File: src/rtl/int_control.sv
// Fixed-priority 8051 interrupt controller: registered one-hot grant plus a
// TCON copy with the hardware-acknowledged flag of the granted source cleared.
module int_control (
  input  logic       clk,
  input  logic       rst_n,
  input  logic [7:0] IE,
  input  logic [7:0] TCON,
  input  logic [1:0] SCON,
  output logic [4:0] interupt,
  output logic [7:0] TCON_out
);

  logic [4:0] req_raw;
  logic [4:0] req;
  logic [4:0] grant_d;
  logic [4:0] grant_q;
  logic [7:0] tcon_d;
  logic [7:0] tcon_q;

  // Source index order doubles as priority order: bit 0 is highest.
  assign req_raw[0] = TCON[1] & IE[0];
  assign req_raw[1] = TCON[5] & IE[1];
  assign req_raw[2] = TCON[3] & IE[2];
  assign req_raw[3] = TCON[7] & IE[3];
  assign req_raw[4] = (SCON[1] | SCON[0]) & IE[4];

  assign req = IE[7] ? req_raw : 5'b00000;

  // Isolate the lowest set bit, i.e. the highest-priority pending request.
  assign grant_d = req & (~req + 5'd1);

  always_comb begin
    tcon_d = TCON;
    if (grant_d[0] && TCON[0]) tcon_d[1] = 1'b0;
    if (grant_d[1])            tcon_d[5] = 1'b0;
    if (grant_d[2] && TCON[2]) tcon_d[3] = 1'b0;
    if (grant_d[3])            tcon_d[7] = 1'b0;
  end

  always_ff @(posedge clk) begin
    if (rst_n) begin
      grant_q <= 5'b00000;
      tcon_q  <= 8'h00;
    end else begin
      grant_q <= grant_d;
      tcon_q  <= tcon_d;
    end
  end

  assign interupt = grant_q;
  assign TCON_out = tcon_q;

endmodule

File: config.mk
export PLATFORM = sky130hd
export DESIGN_NAME = int_control
export DESIGN_NICKNAME = d
export VERILOG_FILES = /design/src/rtl/int_control.sv
export SDC_FILE = /design/constraint.sdc
export NUM_CORES = 1
export LEC_CHECK = 0
export BUFFER_PORTS_ARGS = -buffer_cell sky130_fd_sc_hd__buf_2
export CAP_MARGIN = 15
export CORE_AREA = 2 2 39 41
export DETAILED_ROUTE_END_ITERATION = 6
export DIE_AREA = 0 0 41 43
export MAX_ROUTING_LAYER = met4
export PLACE_DENSITY = 0.73
export REMOVE_ABC_BUFFERS = 1
export SLEW_MARGIN = 25
export SYNTH_ARGS = -nofsm -noshare
export SYNTH_HDL_FRONTEND = slang
export SYNTH_SLANG_ARGS = --single-unit
File: constraint.sdc
create_clock -name clk -period 0.95 [get_ports clk]
set_input_delay 0.1425 -clock clk [delete_from_list [all_inputs] [get_ports clk]]
set_output_delay 0.1425 -clock clk [all_outputs]
set_load 0.1 [all_outputs]
Word-level counts from Yosys, hierarchy flattened
Cells that the tools add are included.
{"block": "classes", "mux": 1, "reduce_logical": 6, "n_addsub": 1, "bitwise_logic": 8}
{"operator": "2-bit OR reduction", "count": 4}
{"operator": "5-bit by 1-bit adder with 5-bit output, second input constant", "count": 1}
{"operator": "1-bit bitwise AND", "count": 5}
{"operator": "5-bit bitwise AND", "count": 1}
{"operator": "5-bit two-way mux", "count": 1}
{"operator": "5-bit inverter", "count": 1}
{"operator": "1-bit logical AND", "count": 2}
{"operator": "1-bit bitwise OR", "count": 1}
{"block": "word_totals", "out_inout_bits": 13, "regBits": 13, "input_bits": 20, "word_cells": 22}

Depth between registers and ports, before layout
{"block": "depth", "ltp_word": 8, "ltp_mapped": 3, "depth_no_buf": 2}

Worst setup path before layout
OpenSTA, ideal clock, no wires.
{"block": "synth_timing", "path_type": "reg-to-output", "startpoint": "reg tcon_q[0], in the netlist TCON_out[0]", "endpoint": "out TCON_out[0]", "t_arrival_ns": 0.909, "setup_slack_ns": -0.101, "stages_incl_launch_ff": 1, "required_time_ns": 0.808, "cell_sequence": "dfxtp_1"}
{"item": "from (decl)", "line_no": "18", "text": "logic [7:0] tcon_q;"}
{"item": "from (signal assigned)", "line_no": "46", "text": "tcon_q <= tcon_d;"}
{"item": "to (decl)", "line_no": "10", "text": "output logic [7:0] TCON_out"}
No word-level cell between the ends.

Worst setup path in the final report
{"block": "layout_timing", "startpoint": "reg grant_q[3], in the netlist interupt[3]", "endpoint": "out interupt[3]"}
{"item": "from (decl)", "line_no": "16", "text": "logic [4:0] grant_q;"}
{"item": "from (signal assigned)", "line_no": "45", "text": "grant_q <= grant_d;"}
{"item": "to (decl)", "line_no": "9", "text": "output logic [4:0] interupt,"}
No word-level cell between the ends.

==> qor.txt <==
Worst Setup End Kind - output port
Syn. warnings - 0
hold_ws - 85.1 ps
slew at the pin with the worst max-slew slack - 191 ps
via/cell ratio - 4.62
Worst path slowest cell - dfxtp_2
Setup TNS Final - 0 ps
final net count - 96
fin. max-slew vios - 0
crit-path cells - buf_12
power per cell area - 1490 nW/um2
Min-Delay Path Class - input pin to flop
Setup-failing EPs final - 0
critical path type - flop to output port
RSZ-0062 raised after global routing - true
Synth Cell Area - 462 um2
Mapped Cells - 41
initial drt markers - 4
Detail Route Antenna Nets - 0
TritonCTS Buffers - 3
Yosys reg bits - 13
Post-synth top cells - 13 x dfxtp_1, 4 x nand2_1, 4 x nor2b_1
Top FF cell, synth - dfxtp_1
area of the multi-input gates - 186 um2
Worst EP required - 810 ps
die footprint - 1760 um2
post-synth top area cell - dfxtp_1
post-synth cell types - 17
final instance area - 870 um2
Achievable Freq - 1060 MHz
non-filler instance count after layout - 91
Clock Tree Root - clkbuf_4
CTS tree - yes
# IOs - 33
first-pass GRT wire length - 1660 um
core area - 1380 um2
DRC - 0
GRT Util Overall - 0.151
gr ovfl total - 0
First-pass DRT Iterations - 3
Leakage Power - 0.379 nW
max-cap violations - 0
worst hold start - TCON[2]
leading post-synthesis cells by cell area - dfxtp_1 56%, nor2b_1 5.4%, nand2b_1 4.1%
Placed Area - 827 um2
Port Buffers - 30
crit start category - flop
FILL cells - 120
min cycle time layout - 944 ps
Avg Cell Area, Syn - 11.3 um2
synthesis-to-finish area growth - 88.3%
hold depth - 2
Final Hold Vio Count - 0
Max Fanout on Critical Path - 1
antenna violations before repair - 0
Seq. cell area - 277 um2
Crit path buffers/inverters - 1
Die H - 43 um
CTS Buffer Depth - 2
sequential share of the synthesized area - 0.564
Die Wd - 41 um
slew margin rel. - 0.872
CTS HTree Levels - 1
critical path's top delay family - flip-flops
placed wire-length estimate - 948 um
Tcrit/Tclk final - 0.994
Clock transition at path regs - 80 ps
layout cell share with drive strength beyond 1 - 0.693
row count - 14
Placed Cells - 87
hold path endpoint - TCON_out[3]$_SDFF_PP0_
Hold Buf Count CTS - 0
vias in the first global route - 411
worst vdd ir - 608 uV
antenna diode count - 0
largest net degree at the start of global routing - 8
EDFF count, synth - 0
status - completed
wire per inst - 12.3 um
clk sink count - 13
Initial Util - 0.334
Post-Route WL - 1120 um
GP Congestion - 0.738
arrival time at the worst endpoint - 800 ps
CP max stage delay - 350 ps
Async SR Flop Fraction - 0
count leader, synth - dfxtp_1
vias post-DR - 420
post-synth top area share - 0.564
final cells by class:
type | count | area share
timing repair buffer | 31 | 0.406
sequential | 13 | 0.318
clock buffer | 4 | 0.0302
inverter | 2 | 0.00863
tap | 16 | 0.0230
multi-input combinational | 25 | 0.214
power by group:
| part | switching, W | total [W] | internal [W] |
|---|---|---|---|
| clock | 0.000164 | 0.000326 | 0.000162 |
| sequential | 0.0000190 | 0.000592 | 0.000573 |
| combinational | 0.000232 | 0.000378 | 0.000146 |
| total | 0.000415 | 0.00130 | 0.000881 |
registers in the layout, indices dropped and copies added (netlist names):
name / count
interupt: 5
TCON_out: 8
timing repair:
action / CTS / global route
pin swaps: 0 / 0
endpoints found under the setup margin: 13 / 10
setup buffers: 0 / 0
gates resized for setup: 13 / 0
layout by cell type (no fill, tap or decap), types with 2 or more instances in the layout:
cell type | synthesis | layout
a41oi_1 | 2 | 2
nor2b_1 | 4 | 4
nand2_1 | 4 | 4
nand2b_1 | 3 | 3
dfxtp_2 | 0 | 13
clkbuf_4 | 0 | 3
nor3_1 | 3 | 3
buf_2 | 0 | 17
buf_12 | 0 | 13
inv_1 | 2 | 2
per-stage QoR:
step / utilization / setup slack (ps) / total power [W]
CTS: 0.628 / -1.39 / 0.00132
finish: 0.628 / 5.68 / 0.00130
floorplan: - / -101 / 0.000807
global route: 0.628 / -23.2 / 0.00136
detailed placement: 0.598 / 96.5 / 0.000979
global placement: 0.598 / 116 / 0.000973
how the worst max path moves through the flow:
stage                            from                     end  slack [ps]  cells after the start
6_report       interupt[3]$_SDFF_PP0_             interupt[3]           6                      1
5_1_grt        interupt[3]$_SDFF_PP0_             interupt[3]         -20                      1
2_1_floorplan  TCON_out[0]$_SDFF_PP0_             TCON_out[0]        -100                      0
3_3_place_gp                  TCON[1]  interupt[3]$_SDFF_PP0_         120                      3
3_5_place_dp                    IE[0]  interupt[4]$_SDFF_PP0_         100                      3
4_1_cts        TCON_out[7]$_SDFF_PP0_             TCON_out[7]          -1                      1
layer usage:
layer	track usage	routed length (um)
met3	0.0524	98
met5	-	0
met1	0.138	416
met4	0.100	24
met2	0.247	576
cell families (layout without fill, tap and decap cells):
group           Yosys count  in the layout  synth area share
flops                    13             13             0.564
compound gates            9              9             0.184
buf+inv                   3             37            0.0325
simple gates             16             16             0.219
No activity file was read; power rests on OpenSTA's default activity.
